## config.mk

```make
export PLATFORM = sky130hd
export DESIGN_NAME = ht_stream_sort
export DESIGN_NICKNAME = d
export VERILOG_FILES = /design/src/rtl/ht_pkg.sv /design/src/rtl/ht_cas.sv /design/src/rtl/ht_stream_sort.sv
export SDC_FILE = /design/constraint.sdc
export NUM_CORES = 1
export LEC_CHECK = 0
export CAP_MARGIN = 20
export CORE_MARGIN = 3
export CORE_UTILIZATION = 35
export DETAILED_ROUTE_END_ITERATION = 16
export PLACE_DENSITY = 0.61
export SYNTH_ARGS = -nofsm -noshare
export SYNTH_HDL_FRONTEND = slang
export SYNTH_HIERARCHICAL = 1
export SYNTH_SLANG_ARGS = --single-unit
```

## constraint.sdc

```tcl
create_clock -name clk -period 2.6 [get_ports clk]
set_clock_uncertainty 0.05 [all_clocks]
set_input_delay 0.65 -clock clk [delete_from_list [all_inputs] [get_ports clk]]
set_output_delay 0.65 -clock clk [all_outputs]
set_load 0.05 [all_outputs]
```

## src/rtl/ht_pkg.sv

```systemverilog
// ht_pkg: shared state encoding and sizing helper for the ht stream sorter.
package ht_pkg;
  typedef enum logic [1:0] {ST_LOAD, ST_SORT, ST_DRAIN} st_t;
  function automatic int cnt_w(input int depth);
    return $clog2(depth + 1);
  endfunction
endpackage

```

## src/rtl/ht_cas.sv

```systemverilog
// ht_cas: combinational compare-and-swap cell; lo comes first in the chosen sort order.
module ht_cas #(
  parameter int WIDTH = 5
) (
  input  logic [WIDTH-1:0] a,
  input  logic [WIDTH-1:0] b,
  input  logic             desc,
  output logic [WIDTH-1:0] lo,
  output logic [WIDTH-1:0] hi
);
  logic swap;
  always_comb begin
    swap = desc ? (a < b) : (a > b);
    lo   = swap ? b : a;
    hi   = swap ? a : b;
  end
endmodule

```

## src/rtl/ht_stream_sort.sv

```systemverilog
// ht_stream_sort: loads a frame, sorts it with an odd-even transposition network, streams it out.
module ht_stream_sort
  import ht_pkg::*;
#(
  parameter int WIDTH = 5,
  parameter int DEPTH = 8
) (
  input  logic             clk,
  input  logic             rst_n,
  input  logic             in_valid,
  output logic             in_ready,
  input  logic [WIDTH-1:0] in_data,
  input  logic             in_last,
  input  logic             in_desc,
  output logic             out_valid,
  input  logic             out_ready,
  output logic [WIDTH-1:0] out_data,
  output logic             out_last,
  output logic             busy
);
  localparam int CW = cnt_w(DEPTH);
  st_t              state;
  logic [WIDTH-1:0] r   [DEPTH];
  logic [WIDTH-1:0] srt [DEPTH];
  logic [WIDTH-1:0] lo  [DEPTH-1];
  logic [WIDTH-1:0] hi  [DEPTH-1];
  logic [CW-1:0]    cnt;
  logic [CW-1:0]    pass;
  logic             desc_q;
  logic             acc;
  logic             close;
  logic             dir;
  logic [WIDTH-1:0] pad;
  always_comb begin
    in_ready  = state == ST_LOAD;
    out_valid = state == ST_DRAIN;
    busy      = state != ST_LOAD;
    out_data  = r[0];
    out_last  = out_valid && cnt == CW'(1);
    acc       = in_valid && in_ready;
    close     = acc && (in_last || cnt == CW'(DEPTH - 1));
    dir       = cnt == '0 ? in_desc : desc_q;
    pad       = dir ? '0 : '1;
  end
  genvar i;
  for (i = 0; i < DEPTH - 1; i++) begin : g_cas
    ht_cas #(.WIDTH(WIDTH)) u_cas (
      .a   (r[i]),
      .b   (r[i+1]),
      .desc(desc_q),
      .lo  (lo[i]),
      .hi  (hi[i])
    );
  end
  // Even passes pair (0,1),(2,3)..; odd passes pair (1,2),(3,4)..; unpaired ends hold.
  for (i = 0; i < DEPTH; i++) begin : g_lane
    if (i == 0) begin : g_first
      assign srt[i] = pass[0] ? r[i] : lo[i];
    end else if (i == DEPTH - 1) begin : g_last
      assign srt[i] = (pass[0] != 1'(i % 2)) ? hi[i-1] : r[i];
    end else begin : g_mid
      assign srt[i] = (pass[0] == 1'(i % 2)) ? lo[i] : hi[i-1];
    end
  end
  always_ff @(posedge clk or negedge rst_n) begin
    if (!rst_n) begin
      state  <= ST_LOAD;
      cnt    <= '0;
      pass   <= '0;
      desc_q <= 1'b0;
      for (int k = 0; k < DEPTH; k++) r[k] <= '0;
    end else begin
      case (state)
        ST_LOAD: if (acc) begin
          if (cnt == '0) desc_q <= in_desc;
          cnt <= cnt + CW'(1);
          for (int k = 0; k < DEPTH; k++)
            if (CW'(k) == cnt) r[k] <= in_data;
            else if (close && CW'(k) > cnt) r[k] <= pad;
          if (close) begin
            state <= ST_SORT;
            pass  <= '0;
          end
        end
        ST_SORT: begin
          for (int k = 0; k < DEPTH; k++) r[k] <= srt[k];
          pass <= pass + CW'(1);
          if (pass == CW'(DEPTH - 1)) state <= ST_DRAIN;
        end
        ST_DRAIN: if (out_ready) begin
          for (int k = 0; k < DEPTH - 1; k++) r[k] <= r[k+1];
          r[DEPTH-1] <= '0;
          cnt        <= cnt - CW'(1);
          if (cnt == CW'(1)) state <= ST_LOAD;
        end
        default: state <= ST_LOAD;
      endcase
    end
  end
endmodule

```

==> metrics.cfg, run 1 <==
[outcome]
outcome=finished with violations
violations=negative setup slack

[critical_path]
criticalPathCategory=flop to flop
cp.arrival_ns=2.91
critPathCaptureType=flop
r2r_slack_ns=-0.18
r2r-end=r[6]
required_ns=2.73
regToRegStartpoint=r[7]
r2r_cells=9
crit_fanout=4
startpoint_type=flop

[final_layout]
antenna_cells=0
utilization_pct=48.05
final-instance-count-excl-fill=1118
drive_gt1_share_pct=40.95
final_nets=941
area_delta_synth_final_pct=34.41

[route]
wirelength_mm=21.26
wire_per_inst_um=19.02
antenna_left=0
viasPerCell=5.923
drt_iter0_markers=568
vias=6622
dr.pass1.iters=5
drcViolationCount=0

[place]
dp.cells=1090
dp_hpwl_mm=15.26
port_buffers=19
routabilityCongestion=0.8973
place_ws_ns=-0.2543

[floorplanning]
dieArea_um2=20870
row_count=50
core_area_um2=18770
die_w_um=144.5
die_h_um=144.5
io_pins=20
start_util_pct=35.75

[grt]
antenna_found_initial=0
grt_max_degree=45
first_global_vias=6503
track_usage_pct=20.30
grt_pass1_wl_mm=34.64
gr-total-overflow=0

[clock_network]
cts-buffers-inserted=5
cts_tree=done
path_clk_slew_ns=0.07
cts_buffer_depth=2
clock-sinks=51
insertion_delay_ns=0.30
htree_levels=2
cts-root-buf=clkbuf_16

[synthesis]
yosysUniqueCellTypes=58
synth-seq-cells=51
synth_flop_cell=dfrtp_1
synth-edff-count=0
ys_warn_count=6
avgSynthCellArea_um2=8.657
synth_area_um2=6709
yosysSeqAreaShare_pct=19.02
syn_inst=775
synth_nets=833
async_flop_share_pct=100.0

[timing]
finalSetupViolCount=32
fin_tns_setup_ns=-3.617
max_freq_mhz=359.9
rsz0062_at_grt=true
min_period_ns=2.779
hold_violations=0
timing.slew.headroom_pct=56.93
fin_crit_sh_pct=106.9
tightest_slew_ns=0.6392
fin_ws_ns=-0.1788
slew_viol_final=0

[hold_path]
worstHoldPathType=input pin to asynchronous set/reset pin

[run]
maxCapViolCount=0

[stage by stage]
step / area [um2] / hold WS (ns)
5_1_grt: 9017 / 0.3348
3_3_place_gp: 8107 / 0.4531
6_report: 9017 / 0.3094
2_1_floorplan: 6968 / 0.3044
4_1_cts: 8777 / 0.3271
3_5_place_dp: 8107 / 0.4551
[layer usage]
metal | GRT usage, % | wire (um)
met1 | 28.21 | 9934
met3 | 1.951 | 747
met2 | 34.53 | 10330
met4 | 3.878 | 245
met5 | 0 | 0
[cell type report]
cell class | count | area (um2)
clock buffer | 8 | 156.4
fill | 1763 | 9751
inverter | 52 | 198.9
multi-input combinational | 617 | 5732
sequential | 51 | 1308
tap | 234 | 292.8
timing repair buffer | 156 | 1330
[worst max-delay path, stage by stage, from the launching register on]
cell and delay (ns):
dfrtp_2 0.45, ha_4 0.30, nand4_1 0.17, o221ai_4 0.28
mux2i_4 0.37, mux2_4 0.33, mux2_2 0.27, nand2_2 0.07
a32oi_1 0.10, mux2_4 0.28
[logic make-up after synthesis]
family | Yosys count | synth area share, %
DFF | 51 | 19.02
xor gates and xnor gates | 4 | 0.5223
adders and majority gates | 47 | 8.765
muxes | 140 | 22.72
and+or+nand+nor | 146 | 10.72
buffers and inverters | 107 | 7.329
AOI/OAI and AO/OA | 280 | 30.92
[sequential cells by signal, indices dropped and copies added, names as in the netlist]
name and count:
out_data 5, r 35, state 2, pass 4, desc_q 1, cnt 4
[cell usage in the layout (no fill, tap or decap), drive strengths merged, types with 10 or more instances in the layout]
| cell | synthesis | final |
|---|---|---|
| a21oi | 45 | 45 |
| a221oi | 25 | 25 |
| a22oi | 48 | 48 |
| a31oi | 42 | 42 |
| a32oi | 10 | 10 |
| and2 | 13 | 13 |
| buf | 25 | 142 |
| clkdlybuf4s50 | 0 | 14 |
| dfrtp | 51 | 51 |
| ha | 47 | 47 |
| inv | 50 | 50 |
| mux2 | 77 | 77 |
| mux2i | 63 | 63 |
| nand2 | 80 | 80 |
| nor2 | 18 | 18 |
| o21ai | 60 | 60 |
| o31ai | 10 | 10 |
[what timing repair did]
action / CTS / global route
hold buffers: 0 / 0
setup buffers: 17 / 4
gates resized for setup: 68 / 41
endpoints found under the hold margin: 0 / 0
endpoints found under the setup margin: 31 / 34
pin swaps: 27 / 26
[synthesized netlist by cell type, drive strengths merged (3+ instances only)]
| cell type | n | area, um2 |
|---|---|---|
| a221oi | 25 | 219.0 |
| ha | 47 | 588.1 |
| and3 | 3 | 18.77 |
| clkbuf | 30 | 112.6 |
| a32oi | 10 | 87.58 |
| mux2 | 77 | 867.1 |
| nand2 | 80 | 300.3 |
| mux2i | 63 | 656.9 |
| nor3 | 5 | 35.03 |
| and2 | 13 | 81.33 |
| o221ai | 8 | 192.7 |
| o211ai | 7 | 52.55 |
| inv | 50 | 187.7 |
| o31ai | 10 | 100.1 |
| a31oi | 42 | 262.8 |
| and4 | 7 | 61.31 |
| a22oi | 48 | 360.4 |
| a211oi | 8 | 95.09 |
| xor2 | 3 | 26.28 |
| dfrtp | 51 | 1276 |
| o21ai | 60 | 300.3 |
| o221a | 7 | 78.83 |
| nor2 | 18 | 77.58 |
| nand4 | 7 | 43.79 |
| nand3b | 5 | 37.54 |
| a21oi | 45 | 232.7 |
| buf | 25 | 183.9 |
[how the worst max path moves through the flow]
stage                     slack [ns]  cells after the start  start     endpoint
after CTS                      -0.15                      9  r[17]        r[16]
after global placement         -0.23                      9  r[29]        r[26]
after detailed placement       -0.25                      9  r[29]        r[26]
final                          -0.18                      9   r[7]         r[6]
after global routing           -0.29                     10  r[32]  out_data[2]
after floorplan                -0.14                     10  r[29]        r[31]
Power of run 1 is not shown: default switching activity piles up to over one toggle a cycle in this logic, so the estimate is an artifact.
==> inputs of run 2 (changes only) <==
Settings changed: ABC_CLOCK_PERIOD_IN_PS set to 2600, CAP_MARGIN 20 to not set, PLACE_DENSITY 0.61 to 0.63.
==> run 2 against run 1 <==
Net effect: die area unchanged; sequential share of layout area about the same; hold slack worse by 0.028 ns; the flow still finishes with violations (negative setup slack); register-to-register slack worse by 0.03 ns; wire length up 2.3%; non-clock buffer count down 2; critical endpoint is now r[32]; clock-buffer cell count down 1; utilization down 0.11 points.
==> metrics.cfg, run 2 (synthesis gave the netlist of run 1 again) <==
[route]
viasPerCell=6.049  ; +2.1%
wirelength_mm=21.75  ; +2.3%
wire_per_inst_um=19.47  ; +2.4%
antenna_left=0  ; unchanged
drcViolationCount=0  ; unchanged
dr.pass1.iters=6  ; +1
drt_iter0_markers=519  ; -8.6%
vias=6757  ; +2.0%

[critical_path]
startpoint_type=flop
cp.arrival_ns=2.95  ; +0.04 ns
critical_path_buf_inv_count=1  ; +1
cpMostUsedCell=mux2_4
crit_fanout=4  ; unchanged
cp_cell_sequence=inv_1, ha_4, nand4_1, o221ai_4, mux2i_4, mux2_4, mux2_4, nand2_2, a32oi_1, mux2_4
required_ns=2.74  ; about the same
cp_top_family=multiplexers
critPathCaptureType=flop
crit_slowest_cell=dfrtp_2
criticalPathCategory=flop to flop
cpPeakStageDelay_ns=0.43  ; -0.02 ns

[clock_network]
cts-root-buf=clkbuf_16
path_clk_slew_ns=0.07  ; about the same
cts-buffers-inserted=5  ; unchanged
htree_levels=2  ; unchanged
insertion_delay_ns=0.30  ; about the same
clock-sinks=51  ; unchanged
cts_tree=done
cts_buffer_depth=2  ; unchanged

[run]
maxCapViolCount=0  ; unchanged

[timing]
hold_violations=0  ; unchanged
min_period_ns=2.810  ; +0.03097 ns
rsz0062_at_grt=true
timing.slew.headroom_pct=58.66  ; +1.7 points
max_freq_mhz=355.9  ; -1.1%
fin_crit_sh_pct=108.1  ; +1.2 points
slew_viol_final=0  ; unchanged
fin_tns_setup_ns=-3.405  ; +0.2118 ns
fin_ws_ns=-0.2097  ; -0.03097 ns
finalSetupViolCount=30  ; -6.3%
tightest_slew_ns=0.6137  ; -0.02556 ns

[hold_path]
worstHoldPathType=input pin to asynchronous set/reset pin

[place]
place_ws_ns=-0.2263  ; +0.02794 ns
routabilityCongestion=0.8749  ; -2.5%
port_buffers=19  ; unchanged
dp_hpwl_mm=15.10  ; -1.0%
dpl_cell_area_um2=8089  ; -0.22%

[grt]
gr-total-overflow=0  ; unchanged
track_usage_pct=20.30  ; about the same
first_global_vias=6607  ; +1.6%
grt_max_degree=45  ; unchanged
grt_pass1_wl_mm=34.45  ; -0.56%
antenna_found_initial=0  ; unchanged

[final_layout]
largest_reg_flops=35  ; unchanged
layout_commonest_cell=buf_4
final_nets=940  ; -0.11%
area_delta_synth_final_pct=34.09
utilization_pct=47.93  ; -0.11 points
final_area_um2=8996  ; -0.24%
max_flop_register=r
antenna_cells=0  ; unchanged
drive_gt1_share_pct=41.00  ; +0.046 points
final_cell_mix=buf_4, nand2_1, mux2i_1

[floorplanning]
die_h_um=144.5  ; unchanged
die_w_um=144.5  ; unchanged
dieArea_um2=20870  ; unchanged
core_area_um2=18770  ; unchanged
io_pins=20  ; unchanged
row_count=50  ; unchanged
start_util_pct=35.75  ; unchanged

[outcome]
outcome=finished with violations
violations=negative setup slack

[run 2: cell types whose count changed in the layout (fill, tap and decap cells not counted), moves of 3 or more]
cell and change:
a22oi_1 -4, a221oi_4 -3, o21ai_0 -4, mux2_1 -3, a32oi_1 +4, mux2_2 +3, nand2_2 -3, a22oi_2 +4
nand2_1 +4, a32oi_2 -4, buf_6 -3
[run 2: worst paths after layout]
path,start,to,slack (ns),cells past startpoint
setup / recovery,r[29],r[32],-0.21,10
hold / removal,rst_n,pass[0],0.28,1
setup reg to reg,r[29],r[32],-0.21,10
hold reg to reg,pass[1],pass[1],0.50,1
max in group asynchronous,rst_n,r[19],1.62,2
min in group clk,pass[1],pass[1],0.50,1
[run 2: worst reg2reg max path: stages, from the launching register on]
cell and delay, ns:
dfrtp_2 0.43, inv_1 0.09, ha_4 0.27, nand4_1 0.17, o221ai_4 0.28, mux2i_4 0.37, mux2_4 0.33, mux2_4 0.26
nand2_2 0.06, a32oi_1 0.11, mux2_4 0.28
[run 2: layer usage]
layer	GRT usage, %	vias up	routed length [um]
met2	33.50	218	10450
met4	5.400	0	348
met1	28.09	3302	9711
met3	2.513	32	1246
li1	-	3205	-
met5	0	-	0
[run 2: repair_timing]
action,in CTS,in global routing
gates resized for setup,56,49
gates cloned,0,2
hold buffers,0,0
setup buffers,15,8
setup endpoints to repair,31,39
pin swaps,22,32
[run 2: stage by stage]
step | cells | hold WS [ns]
CTS | 1109 | 0.2976
finish | 1117 | 0.2813
detailed placement | 1086 | 0.4780
global route | 1117 | 0.3125
global placement | 1086 | 0.4819
floorplan | 775 | 0.3044
[run 2: layout make-up]
class	instances	area [um2]
Clock buffer	7	152.6
Sequential cell	51	1308
Multi-Input combinational cell	618	5705
Timing Repair Buffer	154	1334
Tap cell	234	292.8
Clock inverter	1	7.507
Inverter	52	196.4
Fill cell	1785	9772
Power of run 2 is left out for the same reason.
==> patch, RTL diff (config.mk and constraints of run 2) <==
Set the parameter `DEPTH` to 32 (it was 8).
--- a/src/rtl/ht_stream_sort.sv
+++ b/src/rtl/ht_stream_sort.sv
@@ -3,7 +3,7 @@
   import ht_pkg::*;
 #(
   parameter int WIDTH = 5,
-  parameter int DEPTH = 8
+  parameter int DEPTH = 32
 ) (
   input  logic             clk,
   input  logic             rst_n,
Formal check against the unedited RTL: not equivalent (a bounded check fails within 10 cycles, from zero or initial values and one cycle with rst_n low).
==> patch against run 2 <==
  * The run still ends with setup timing left
  * Wire length grew to 4.6 times the old value
  * Cell count increased to 4.1 times the old value
  * Worst setup slack worse by 0.17 ns
  * Final area rose to 4.1 times the old value
  * Worst hold slack improved by 0.23 ns
  * Sequential cell count rose by 124
  * Area after synthesis grew to 3.8 times the old value
Power is left out: the tool's default activity adds up to more than one toggle a clock period on the data nets, which glitch-free logic cannot reach.
==> patch: results (changes against run 2) <==
Synth top cells by count = 423 x nand2_1, 211 x o21ai_0, 193 x inv_1, 189 x mux2i_1, 188 x a31oi_1
Vias per Instance = 6.30 (+4.2%)
Syn Nets = 3221 (+290%)
Max Fclk = 0.336 GHz (-5.7%)
failing checks = setup timing
gate count after technology mapping = 3046 (+290%)
Final HPWL DP = 65.0 mm (+330%)
# H-tree levels = 4 (+2)
final worst slack = -0.379 ns (-0.170 ns)
post-synth cell types = 82 (+41%)
HP Class = flip-flop to flip-flop
cell count of the worst reg-to-reg path = 9 (-1)
share of post-route cells with drive strength above 1 = 0.439 (+0.0289)
CTS buffer count = 17 (+12)
final RePlAce weighted congestion = 0.911 (+4.1%)
Post-Place Setup Slack = -0.322 ns (-0.0961 ns)
Worst Tran Pin Value = 0.875 ns (+0.261 ns)
Fin Hold WS = 0.507 ns (+0.226 ns)
worst reg2reg setup slack = -0.38 ns (-0.17 ns)
Finished Core Util = 0.520 (+0.0411)
final net count = 3799 (+300%)
number of global-route vias before repair = 27600 (+320%)
WL per Instance = 21.8 um (+12%)
DRT iter0 DRCs = 2702 (+420%)
Skew-Pair Late Insertion Delay = 0.50 ns (+0.20 ns)
Placed Instances = 4374 (+300%)
total track usage = 0.249 (+0.0462)
via count = 28900 (+330%)
largest net degree at the start of global routing = 107 (+140%)
top cells by area, synth = dfrtp_1 17%, ha_1 8.1%, mux2i_1 7.5%, mux2_1 6.7%, nand2_1 6.3%
fill count = 6205 (+250%)
Final setup violation count = 117 (+290%)
status = finished with violations
## patch: per-layer routing
| metal | track usage | vias up | share of wire |
|---|---|---|---|
| li1 | - | 13100 | - |
| met1 | 0.336 | 14100 | 0.42 |
| met2 | 0.400 | 1361 | 0.46 |
| met3 | 0.0412 | 254 | 0.077 |
| met4 | 0.0883 | 0 | 0.034 |
| met5 | 0 | - | 0 |
## patch: final cells by class
type	instances	area share
Antenna cell	1	0.0000681
Clock buffer	18	0.0119
Clock inverter	14	0.00681
Inverter	197	0.0205
Multi-Input combinational cell	2491	0.631
Sequential cell	175	0.122
Tap cell	940	0.0320
Timing Repair Buffer	742	0.176
## patch: through the flow
stage / TNS (ns) / cell area (um2)
2_1_floorplan: -12.87 / 25300
3_3_place_gp: -22.57 / 30500
3_5_place_dp: -23.88 / 30500
4_1_cts: -10.42 / 34800
5_1_grt: -27.47 / 36800
6_report: -14.17 / 36800
## patch: what timing repair did
action	4_1_cts	5_1_grt
hold endpoints to repair	19	0
buffers inserted	121	72
pin swaps	160	228
hold buffers	1	0
setup endpoints to repair	142	159
cloned	0	8
resized for setup	494	360
## patch: cells by family (layout without fill, tap and decap cells)
family                     after synthesis  count (layout)  synth area share
adders and majority gates              164             164            0.0814
other                                    0               1                 0
buffers and inverters                  388             971            0.0648
AOI/OAI and AO/OA                     1218            1226             0.365
and+or+nand+nor                        654             654             0.122
DFF                                    175             175             0.174
muxes                                  441             441             0.191
xor gates and xnor gates                 6               6           0.00208
## patch: path summary, 6_finish.rpt
check | startpoint | endpoint
min in group asynchronous | rst_n | out_data[4]
worst max register to register | r[112] | r[112]
max in group asynchronous | rst_n | r[67]
worst min-delay path | pass[5] | pass[5]
worst min register to register | pass[5] | pass[5]
worst max-delay path | r[112] | r[112]
